--- config.mk ---
export PLATFORM = sky130hd
export DESIGN_NAME = traffic_light_ctrl
export DESIGN_NICKNAME = d
export VERILOG_FILES = /design/src/rtl/traffic_pkg.sv /design/src/rtl/tl_watchdog.sv /design/src/rtl/traffic_light_ctrl.sv
export SDC_FILE = /design/constraint.sdc
export NUM_CORES = 1
export LEC_CHECK = 0
export ABC_CLOCK_PERIOD_IN_PS = 4150
export BUFFER_PORTS_ARGS = -buffer_cell sky130_fd_sc_hd__buf_2
export CAP_MARGIN = 20
export CORE_UTILIZATION = 54
export CTS_BUF_LIST = sky130_fd_sc_hd__clkbuf_4 sky130_fd_sc_hd__clkbuf_8
export DETAILED_ROUTE_END_ITERATION = 10
export PLACE_DENSITY = 0.74
export SETUP_SLACK_MARGIN = 0.1
export SYNTH_ARGS = -nofsm -noshare
export SYNTH_HDL_FRONTEND = slang
export SYNTH_HIERARCHICAL = 1
export SYNTH_SLANG_ARGS = --single-unit
--- constraint.sdc ---
create_clock -name clk -period 4.15 [get_ports clk]
set_clock_uncertainty 0.1 [all_clocks]
set_input_delay 0.2075 -clock clk [delete_from_list [all_inputs] [get_ports clk]]
set_output_delay 0.2075 -clock clk [all_outputs]
set_load 0.005 [all_outputs]
--- src/rtl/traffic_pkg.sv ---
// traffic_pkg -- shared types and helpers for the traffic light controller.
//   Lamp encodings are {red,yellow,green}. The state enum gains ALL_RED_A and
//   ALL_RED_B only when the ALL_RED_EN macro is defined.
//   Helpers: is_timed, next_state, interval_of, lamps_of.
package traffic_pkg;

   localparam logic [2:0] RED = 3'b100;
   localparam logic [2:0] YEL = 3'b010;
   localparam logic [2:0] GRN = 3'b001;
   localparam logic [2:0] OFF = 3'b000;

   // Interval identifiers: IV_LONG = 25 s, IV_SHORT = 4 s.
   typedef enum logic {IV_LONG, IV_SHORT} interval_e;

   typedef enum logic [2:0] {
      INIT      = 3'd0,
      NS_GREEN  = 3'd1,
      NS_YELLOW = 3'd2,
      EW_GREEN  = 3'd3,
      EW_YELLOW = 3'd4,
      FAULT     = 3'd5
`ifdef ALL_RED_EN
      , ALL_RED_A = 3'd6,
      ALL_RED_B = 3'd7
`endif
   } state_e;

   // Timed states are the ones waiting on the interval timer.
   function automatic logic is_timed(input state_e s);
      return (s != INIT) && (s != FAULT);
   endfunction

   // Successor of a timed state on timer_done.
   function automatic state_e next_state(input state_e s);
      case (s)
         NS_GREEN:  return NS_YELLOW;
`ifdef ALL_RED_EN
         NS_YELLOW: return ALL_RED_A;
         ALL_RED_A: return EW_GREEN;
         EW_GREEN:  return EW_YELLOW;
         EW_YELLOW: return ALL_RED_B;
         ALL_RED_B: return NS_GREEN;
`else
         NS_YELLOW: return EW_GREEN;
         EW_GREEN:  return EW_YELLOW;
         EW_YELLOW: return NS_GREEN;
`endif
         default:   return NS_GREEN;
      endcase
   endfunction

   function automatic interval_e interval_of(input state_e s);
      return (s == NS_GREEN || s == EW_GREEN) ? IV_LONG : IV_SHORT;
   endfunction

   // {ns_light, ew_light} for every non-fault state.
   function automatic logic [5:0] lamps_of(input state_e s);
      case (s)
         NS_GREEN:  return {GRN, RED};
         NS_YELLOW: return {YEL, RED};
         EW_GREEN:  return {RED, GRN};
         EW_YELLOW: return {RED, YEL};
         default:   return {RED, RED};
      endcase
   endfunction

endpackage

--- src/rtl/tl_watchdog.sv ---
// tl_watchdog -- interval watchdog for the traffic light FSM.
//   clk, rst   : clock, asynchronous active-high reset
//   clear      : zero the counter (state entry / leaving timed operation)
//   enable     : count this cycle (FSM is in a timed state)
//   expired    : counter has reached LIMIT-1 while enabled
module tl_watchdog #(
   parameter logic [30:0] LIMIT = 31'd1_300_000_000
) (
   input  logic clk,
   input  logic rst,
   input  logic clear,
   input  logic enable,
   output logic expired
);

   logic [30:0] count;

   always_ff @(posedge clk or posedge rst) begin
      if (rst)         count <= '0;
      else if (clear)  count <= '0;
      else if (enable) count <= count + 31'd1;
   end

   assign expired = enable && (count == LIMIT - 31'd1);

endmodule

--- src/rtl/traffic_light_ctrl.sv ---
// traffic_light_ctrl -- two-way intersection controller with watchdog fault.
//   clk, rst     : clock, asynchronous active-high reset
//   timer_done   : one-cycle pulse, current interval expired
//   start_long   : one-cycle request for a 25 s interval (greens)
//   start_short  : one-cycle request for a 4 s interval (yellows, all-reds)
//   ns_light     : north-south lamps {red,yellow,green}
//   ew_light     : east-west lamps {red,yellow,green}
//   fault        : high while in FAULT (yellow flash, exit only by reset)
// Build option: define ALL_RED_EN to insert an all-red phase after each yellow.
module traffic_light_ctrl
   import traffic_pkg::*;
#(
   parameter logic [30:0] WDOG_CYCLES = 31'd1_300_000_000,
   parameter logic [30:0] FLASH_HALF  = 31'd25_000_000
) (
   input  logic       clk,
   input  logic       rst,
   input  logic       timer_done,
   output logic       start_long,
   output logic       start_short,
   output logic [2:0] ns_light,
   output logic [2:0] ew_light,
   output logic       fault
);

   state_e      state;
   state_e      nxt;
   logic        first;       // high in the first cycle of a state visit
   logic [30:0] flash_cnt;
   logic        timed;
   logic        take;
   logic        wd_expired;

   assign timed = is_timed(state);
   // timer_done is honoured only after the entry cycle of a timed state.
   assign take  = timed && !first && timer_done;
   assign nxt   = (state == INIT) ? NS_GREEN : next_state(state);

   // Clearing on every non-timed cycle means the count is zero on entry to
   // any timed state, including the first one after INIT.
   tl_watchdog #(.LIMIT(WDOG_CYCLES)) u_wdog (
      .clk     (clk),
      .rst     (rst),
      .clear   (!timed || take),
      .enable  (timed),
      .expired (wd_expired)
   );

   always_ff @(posedge clk or posedge rst) begin
      if (rst) begin
         state       <= INIT;
         first       <= 1'b0;
         start_long  <= 1'b0;
         start_short <= 1'b0;
         ns_light    <= RED;
         ew_light    <= RED;
         fault       <= 1'b0;
         flash_cnt   <= '0;
      end else begin
         start_long  <= 1'b0;
         start_short <= 1'b0;
         first       <= 1'b0;
         // take is checked before wd_expired so a simultaneous done wins.
         if (state == INIT || take) begin
            state                  <= nxt;
            first                  <= 1'b1;
            start_long             <= (interval_of(nxt) == IV_LONG);
            start_short            <= (interval_of(nxt) == IV_SHORT);
            {ns_light, ew_light}   <= lamps_of(nxt);
         end else if (wd_expired) begin
            state     <= FAULT;
            fault     <= 1'b1;
            ns_light  <= YEL;
            ew_light  <= YEL;
            flash_cnt <= '0;
         end else if (state == FAULT) begin
            if (flash_cnt == FLASH_HALF - 31'd1) begin
               flash_cnt <= '0;
               ns_light  <= ns_light ^ YEL;
               ew_light  <= ew_light ^ YEL;
            end else begin
               flash_cnt <= flash_cnt + 31'd1;
            end
         end
      end
   end

endmodule
### Yosys cells after proc, flatten, opt, wreduce, memory -nomap -nowiden

Index checks and enable logic that the tools add are counted.

* reductions and logical operators: 19
* add/sub/neg operators: 2
* bitwise gates (word level): 3
* mux-type cells: 22
* eq/ne operators: 11

Operators with widths (number)
* $mux W31: 5
* $add A31 B1 Y31 const B: 2
* $eq A31 B25 Y1 const B: 1
* $eq A31 B31 Y1 const B: 1
* $pmux W6 S4: 1
* $mux W3: 7
* $eq A3 B2 Y1 const B: 4
* $pmux W3 S3: 1
* $reduce_bool A3 Y1: 3
* $mux W2: 4
* $eq A3 B1 Y1 const B: 2
* $eq A3 B3 Y1 const B: 2
* $reduce_and A2 Y1: 3
* $reduce_bool A2 Y1: 3
* $logic_and A1 B1 Y1: 4
* $mux W1: 4
* $logic_not A3 Y1: 1
* $logic_or A1 B1 Y1: 3
* $ne A3 B3 Y1 const B: 1
* $not A1 Y1: 3
* $logic_not A1 Y1: 2

* output and inout port bits: 9
* bits in registers: 75

### Depth between registers and ports, before layout

Gate-level depths: netlist of run 1.

* word-level depth: 7
* depth in mapped cells: 14

### Hierarchy

Netlist of run 1, hierarchy kept.

By module, submodules not included
* traffic_light_ctrl: times used 1, area an instance 2509.9 µm², cells each 274
* tl_watchdog: times used 1, area an instance 1740.4 µm², cells each 187

### Worst setup path before layout of run 1

No wires, ideal clock.

* path kind: register -> register
* start point: register state[1]
* end point: register flash_cnt[21]
* setup time: 73 ps
* data arrival time: 2840 ps
* data required time: 3977 ps
* clock period less this slack: 3013 ps
* slack: 1137 ps
* path buffers: 3
* stages on the path, launching flop included: 13
* cells stage by stage: dfrtp_1 > buf_1 > nand2b_1 > buf_2 > nand2_1 > nor3_1 > and4_1 > nand2_1 > o21ai_2 > o21ai_1 > clkbuf_1 > or4_4 > a21oi_2

* elaborated cells on any way between the ends: 13

RTL lines
* start, declared: line traffic_light_ctrl.sv:26 `state_e state;`
* start signal, assigned: line traffic_light_ctrl.sv:65 `state <= nxt;`
* $ne A3 B3 Y1 or $reduce_bool A3 Y1 (tied branches): line traffic_pkg.sv:30 `return (s != INIT) && (s != FAULT);`
* $logic_and A1 B1 Y1 (*): line traffic_pkg.sv:30
* named net timed: line traffic_light_ctrl.sv:30 `logic timed;`
* $logic_and A1 B1 Y1 (*): line tl_watchdog.sv:24 `assign expired = enable && (count == LIMIT - 31'd1);`
* named net wd_expired: line traffic_light_ctrl.sv:32 `logic wd_expired;`
* $reduce_bool A2 Y1 (no source line)
* $reduce_and A2 Y1 (no source line)
* end signal, assigned: line traffic_light_ctrl.sv:82 `flash_cnt <= flash_cnt + 31'd1;`
* end, declared: line traffic_light_ctrl.sv:29 `logic [30:0] flash_cnt;`

The timed path passes the listed nets; every way through them passes the cells marked *.
A chain may end at the register's enable or synchronous reset.

### Final worst setup path of run 1

* start point: register state[0]
* end point: register flash_cnt[25]

Same word-level chain as after synthesis.

==> results of run 1 <==
==> metal layers <==
metal / up-vias / global-route usage [%] / part of all wire [%]
met1: 1682 / 31.9 / 48
met5: - / 0 / 0
met4: 0 / 8.60 / 0.61
met2: 58 / 37.1 / 48
li1: 1713 / - / -
met3: 6 / 2.86 / 3.3
==> stage by stage <==
step / area, sq um / setup WS (ns) / std cells / hold slack, ns
after floorplan: 4250 / 1.14 / 461 / 0.211
after global placement: 4350 / 0.808 / 552 / 0.215
after detailed placement: 4350 / 0.689 / 552 / 0.220
after CTS: 4580 / 0.660 / 569 / 0.251
after global routing: 4580 / 0.411 / 569 / 0.319
final: 4580 / 0.649 / 569 / 0.274
==> power groups by stage <==
stage / clock network (mW) / logic [mW] / registers [mW]
floorplan: 0 / 0.555 / 0.917
global placement: 0 / 0.612 / 0.980
detailed placement: 0 / 0.627 / 0.989
CTS: 0.630 / 0.634 / 0.974
global route: 0.656 / 0.716 / 0.994
finish: 0.615 / 0.631 / 0.978
==> cell usage after synthesis, types with 4 or more instances <==
cell type   n  area share (%)
dfrtp_1    73              43
nor2_1     46             4.1
nand2_1    33             2.9
a21oi_1    31             3.7
nand3_1    22             2.6
nand4_1    21             3.1
xnor2_1    19             3.9
o21ai_0    16             1.9
o31ai_1    16             2.8
or4_1      15             2.6
buf_2      14             1.6
nor4_1     11             1.6
or3_1      11             1.6
xor2_1     11             2.3
inv_1      10            0.88
a211oi_1    7             1.2
and3_1      7             1.0
nor2b_1     7             1.0
and4_1      6             1.2
and2_1      5            0.74
mux2_2      5             1.3
or2_2       5            0.74
buf_1       4            0.35
clkbuf_1    4            0.35
nor3_1      4            0.47
o211ai_1    4            0.71
==> critical path, stage by stage, from the launching register on <==
cell and delay (ns):
dfrtp_1 0.65, xnor2_1 0.11, nand2b_1 0.24, nand2_1 0.13, nor3_1 0.29, and4_1 0.23, buf_4 0.18, nand2_1 0.10
o21ai_2 0.32, o21ai_1 0.33, or4_1 0.57, a21oi_1 0.16
==> layout by cell type (no fill, tap or decap), drive strengths merged, types with 5 or more instances in the layout <==
| master | instances |
|---|---|
| dfrtp | 73 |
| nor2 | 49 |
| nand2 | 33 |
| a21oi | 32 |
| nand3 | 23 |
| nand4 | 22 |
| xnor2 | 19 |
| o21ai | 19 |
| or4 | 17 |
| buf | 17 |
| o31ai | 16 |
| nor4 | 12 |
| or3 | 12 |
| xor2 | 11 |
| clkbuf | 11 |
| inv | 9 |
| nor2b | 7 |
| a211oi | 7 |
| and3 | 7 |
| and4 | 7 |
| a2111oi | 6 |
| and2 | 5 |
| or2 | 5 |
| mux2 | 5 |
==> final timing paths <==
| check | from | to | slack, ns | cells past startpoint |
|---|---|---|---|---|
| max in group asynchronous | rst | flash_cnt[18]$_DFFE_PP0P_ | 3.10 | 4 |
| setup / recovery | state[0]$_DFFE_PP0P_ | flash_cnt[25]$_DFFE_PP0P_ | 0.65 | 11 |
| hold / removal | timer_done | state[2]$_DFFE_PP0P_ | 0.27 | 4 |
| min in group asynchronous | rst | u_wdog/count[10]$_DFFE_PP0P_ | 0.40 | 4 |
| setup reg to reg | state[0]$_DFFE_PP0P_ | flash_cnt[25]$_DFFE_PP0P_ | 0.65 | 11 |
| hold reg to reg | fault$_DFFE_PP0P_ | fault$_DFFE_PP0P_ | 0.37 | 1 |
==> cell type report <==
cell class | instances | area share [%]
multi-input cells | 351 | 48.3
flip-flops and latches | 75 | 41.1
clock buffers | 11 | 3.03
well taps | 99 | 2.71
repair buffers | 18 | 2.41
clock inverters | 5 | 1.69
inverters | 10 | 0.820
==> logic make-up after synthesis <==
group                    count (synthesis)  synth area share (%)
buffers and inverters                   35                  3.80
AND/OR/NAND/NOR                        214                  28.0
adder cells (fa/ha/maj)                  3                 0.883
flip-flops                              75                  44.2
AO/OA/AOI/OAI                           98                  15.4
multiplexers                             6                  1.56
XOR/XNOR                                30                  6.18
==> flip-flops by register name (all words and copies together) (netlist names) <==
name	cells
u_wdog/count	31
fault	1
state	3
start_long	1
ns_light	3
start_short	1
flash_cnt	31
first	1
ew_light	3
==> metrics.txt, run 1 <==
status=finished, final reports clean; Vias/cell=6.08; largest net degree at the start of global routing=45; first-pass GRT wire length=15,400 microns; # nets final=about 470; multi-input logic area=0.00221 sq mm; diode count=0; postcts setup bufs=0; ys async rst share=between 90% and 100%; Leakage=roughly 1.7 nW; layout cell share with drive strength beyond 1=13.0%; Post-CTS Hold Buffers=1; Initial Utilization=about 57%; Clk pin slew, worst setup/hold paths=0.07 ns; Arr. time, crit path=3.66 ns; Layout area overhead=7.68%; Final Hold Fails=0; RSZ-0062 raised after global routing=no; register area=approximately 0.0019 sq mm; Final Power=approximately 2.2 mW; clk buf depth=2; setup TNS=0 ns; row count=31; Slew Limit Fails=0; critical path endpoint category=flop; Resized cells post-CTS=0; synthesized instance count=461; Ports=12; 1st-iter DRT viols=~270; CP Launch Type=flop; vias in the first global route=3,209; die area=0.00823 sq mm; Remaining Overflow, GRT=0; maximum clock frequency=between 200 and 300 MHz; cell area after synthesis=0.00425 sq mm; CTS root buffer=clkbuf_8; Synth Flop Type=dfrtp_1; ANT nets after route=0; combinational cell fraction of total power=between 20 and 30%; worst-path maximum fanout=17; DRC=0; sw power=817 uW; DIE HEIGHT=around 90 microns; power density over the cells=486 mW/mm^2; Slew @ Worst Pin=approximately 0.8 ns; initial antenna violation count=0; Mean Syn Cell Area=about 9 sq um; vias=between 3,000 and 4,000; Routed WL per cell=between 15 and 20 microns; Post-DP HPWL=between 6000 and 7000 microns; sw frac=36.7%; share of power burned in registers=a little over two fifths; synth warn=6; Final Util=61.5%; GRT Resource Usage Total=between 20% and 30%; fill count=666; Routed WL=roughly 9000 microns; slew margin rel.=47.4%; Crit path required time=approximately 4.3 ns; max-cap violations=0; syn nets=467; Tmin final=around 3.5 ns; synth unique cells=between 60 and 70; sequential area share after synthesis=approximately 44%; endpoints failing setup=0; Worst-Skew Late Latency=0.34 ns; Pint=1.41 mW; EDFF count, synth=0; Num CTS Buffers=9; critical path type=reg2reg; Hold Crit Class=in2reg; CORE AREA=between 0.007 and 0.008 sq mm; H-Tree Depth=3; Seq cells post-synth=75; first-pass detailed-route iteration total=4; Clk pwr share=between 20% and 30%; TritonCTS clock tree=yes; period utilisation layout=roughly 84%; Worst VDD drop=approximately 500 uV; IO buf count=11; routability congestion estimate=between 0.8 and 0.9; Horiz. Die Dim=just over 90 microns; clk sinks=75
(Power assumes the default switching activity.)
==> run 2, diff against run 1 <==
--- a/config.mk
+++ b/config.mk
@@ -5,13 +5,13 @@
 export SDC_FILE = /design/constraint.sdc
 export NUM_CORES = 1
 export LEC_CHECK = 0
-export ABC_CLOCK_PERIOD_IN_PS = 4150
+export ABC_CLOCK_PERIOD_IN_PS = 3100
 export BUFFER_PORTS_ARGS = -buffer_cell sky130_fd_sc_hd__buf_2
 export CAP_MARGIN = 20
 export CORE_UTILIZATION = 54
 export CTS_BUF_LIST = sky130_fd_sc_hd__clkbuf_4 sky130_fd_sc_hd__clkbuf_8
 export DETAILED_ROUTE_END_ITERATION = 10
-export PLACE_DENSITY = 0.74
+export PLACE_DENSITY = 0.76
 export SETUP_SLACK_MARGIN = 0.1
 export SYNTH_ARGS = -nofsm -noshare
 export SYNTH_HDL_FRONTEND = slang
==> constraint.sdc (replaced) <==
create_clock -name clk -period 3.1 [get_ports clk]
set_clock_uncertainty 0.1 [all_clocks]
set_input_delay 0.155 -clock clk [delete_from_list [all_inputs] [get_ports clk]]
set_output_delay 0.155 -clock clk [all_outputs]
set_load 0.005 [all_outputs]
==> run 2 against run 1 <==
Net effect: via count is 3.7% higher; highest routed layer unchanged; largest power group unchanged; fmax increased by 23%; die area did not move; register-to-register slack got worse by 0.38 ns; total power grew 40%; sequential power up 27%; clock power is 37% higher; first-iteration DRC count decreased by 29%; flip-flop and latch count unchanged; global-route usage rose by 0.80 points.
==> metrics.txt, run 2 (synthesis gave the netlist of run 1 again) <==
Remaining Overflow, GRT=0 (unchanged); layout cell share with drive strength beyond 1=16.0% (+3.1 points); Layout area overhead=10.5%; diode count=0 (unchanged); critical path endpoint category=flop; Initial Utilization=57.1% (unchanged); Post-DP HPWL=6300 microns (+3.6%); Hold Startpoint=timer_done; Slew @ Worst Pin=0.660 ns (-0.128 ns); maximum clock frequency=353 MHz (+23%); row count=31 (unchanged); clk buf depth=2 (unchanged); Final Util=63.1% (+1.6 points); most frequent cells in the layout=dfrtp_1, nor2_1, nand2_1; Largest regs=flash_cnt x31, u_wdog/count x31; Slew Limit Fails=0 (unchanged); period utilisation layout=91.4% (+7.1 points); DIE HEIGHT=90.7 microns (unchanged); first-pass detailed-route iteration total=4 (unchanged); Crit-path slowest cell=a2111o_1; hold-critical path depth=4 (unchanged); Post-DP Area=0.00443 sq mm (+1.7%); status=finished, final reports clean; Reg-to-Reg Start=state[2]$_DFFE_PP0P_; Worst VDD drop=567 uV (+12%); Leakage=1.79 nW (+3.0%); Ports=12 (unchanged); # nets final=481 (+2.1%); Hold Path End=state[2]$_DFFE_PP0P_; share of power burned in registers=40.0% (-4.0 points); Critical Path Max Stage Delay=0.43 ns (-0.22 ns); initial antenna violation count=0 (unchanged); ANT nets after route=0 (unchanged); worst-path maximum fanout=9 (-8); Num CTS Buffers=9 (unchanged); slew margin rel.=55.8% (+8.4 points); largest net degree at the start of global routing=36 (-20%); GRT Resource Usage Total=23.8% (+0.80 points); TritonCTS clock tree=yes; CORE AREA=0.00745 sq mm (unchanged); setup TNS=0 ns (unchanged); CTS root buffer=clkbuf_8; sw frac=36.7% (-0.057 points); first-pass GRT wire length=15,800 microns (+2.4%); RSZ-0062 raised after global routing=no; Routed WL per cell=15.7 microns (-1.1%); crit-path cells=xnor2_1, nand2b_1, nand2_1, nor3_1, and4_2, nand2_1, o21a_2, a2111o_1, or3_1, a21oi_1; worst path buffer plus inverter count=0 (-1); IO buf count=11 (unchanged); Arr. time, crit path=3.01 ns (-0.65 ns); endpoints failing setup=0 (unchanged); Pint=1.97 mW (+40%); sw power=1.14 mW (+39%); Crit path max-delay family=simple AND/OR/NAND/NOR gates; RR Endpoint=flash_cnt[30]$_DFFE_PP0P_; vias in the first global route=3,343 (+4.2%); vias=3,586 (+3.7%); multi-input logic area=0.00224 sq mm (+1.3%); Vias/cell=6.19 (+1.9%); power density over the cells=661 mW/mm^2 (+36%); Clk pwr share=27.2% (-0.5 points); register area=0.00188 sq mm (unchanged); die area=0.00823 sq mm (unchanged); H-Tree Depth=3 (unchanged); 1st-iter DRT viols=192 (-29%); fill count=627 (-5.9%); R2R depth=10 (-1); CP Launch Type=flop; Hold Crit Class=in2reg; Routed WL=9080 microns (+0.60%); most common cell after layout, fill and taps aside=dfrtp_1; clk sinks=75 (unchanged); Horiz. Die Dim=90.7 microns (unchanged); Tmin final=2.83 ns (-0.666 ns); Worst-Skew Late Latency=0.35 ns (about the same); Top cell by count, worst path=nand2_1; Clk pin slew, worst setup/hold paths=0.08 ns (about the same); routability congestion estimate=0.872 (-0.68%); post-route design area=0.00470 sq mm (+2.7%); reg2reg setup slack=0.27 ns (-0.38 ns); max-cap violations=0 (unchanged); DRC=0 (unchanged); postcts setup bufs=0 (unchanged); critical path type=reg2reg; combinational cell fraction of total power=32.9% (+4.5 points); Final Hold Fails=0 (unchanged); Crit path required time=3.27 ns (-1.04 ns)
-- run 2: how the worst max path moves through the flow --
| stage | from | to | slack, ns | cells after the start |
|---|---|---|---|---|
| floorplan | state[2]$_DFFE_PP0P_ | flash_cnt[21]$_DFFE_PP0P_ | 0.17 | 13 |
| global placement | state[2]$_DFFE_PP0P_ | flash_cnt[21]$_DFFE_PP0P_ | 0.32 | 10 |
| detailed placement | u_wdog/count[25]$_DFFE_PP0P_ | flash_cnt[29]$_DFFE_PP0P_ | 0.11 | 9 |
| CTS | u_wdog/count[25]$_DFFE_PP0P_ | flash_cnt[26]$_DFFE_PP0P_ | 0.15 | 9 |
| global route | u_wdog/count[25]$_DFFE_PP0P_ | flash_cnt[26]$_DFFE_PP0P_ | 0.12 | 9 |
| finish | state[2]$_DFFE_PP0P_ | flash_cnt[30]$_DFFE_PP0P_ | 0.27 | 10 |
-- run 2: tightest hold or removal path, stage by stage --
cell      delay, ns
buf_2          0.08
nand2b_1       0.18
a21oi_1        0.18
nor2_1         0.05
-- run 2: cell type report --
type	instances	share of cell area, %
multi-input cells	351	47.6
inverters	10	0.799
repair buffers	28	4.10
clock inverters	6	1.89
flip-flops and latches	75	40.0
well taps	99	2.64
clock buffers	10	2.93
-- run 2: repair_timing --
action / CTS / global route
gates resized for setup: 1 / 8
endpoints found under the setup margin: 1 / 29
gates cloned: 0 / 0
pin swaps: 0 / 0
hold buffers: 1 / 0
endpoints found under the hold margin: 47 / 0
-- run 2: power groups by stage --
stage          clock network, mW  registers, mW  logic (mW)
4_1_cts                    0.866           1.24        1.00
2_1_floorplan                  0           1.23       0.745
5_1_grt                    0.901           1.26        1.15
3_3_place_gp                   0           1.25       0.974
3_5_place_dp                   0           1.26       0.990
6_report                   0.844           1.24        1.02
-- run 2: stage by stage --
stage / cells / setup WS [ns] / power [mW] / hold WS [ns]
CTS: 579 / 0.148 / 3.10 / 0.199
global placement: 562 / 0.317 / 2.22 / 0.0991
global route: 579 / 0.123 / 3.31 / 0.306
floorplan: 461 / 0.169 / 1.97 / 0.159
detailed placement: 562 / 0.114 / 2.25 / 0.115
finish: 579 / 0.265 / 3.11 / 0.237
-- run 2: metal layers --
metal	up-vias	global-route usage [%]	part of all wire, %
met5	-	0	0
met4	0	6.72	1.4
met3	10	5.98	3.9
met2	84	37.1	48
met1	1743	33.0	47
li1	1749	-	-
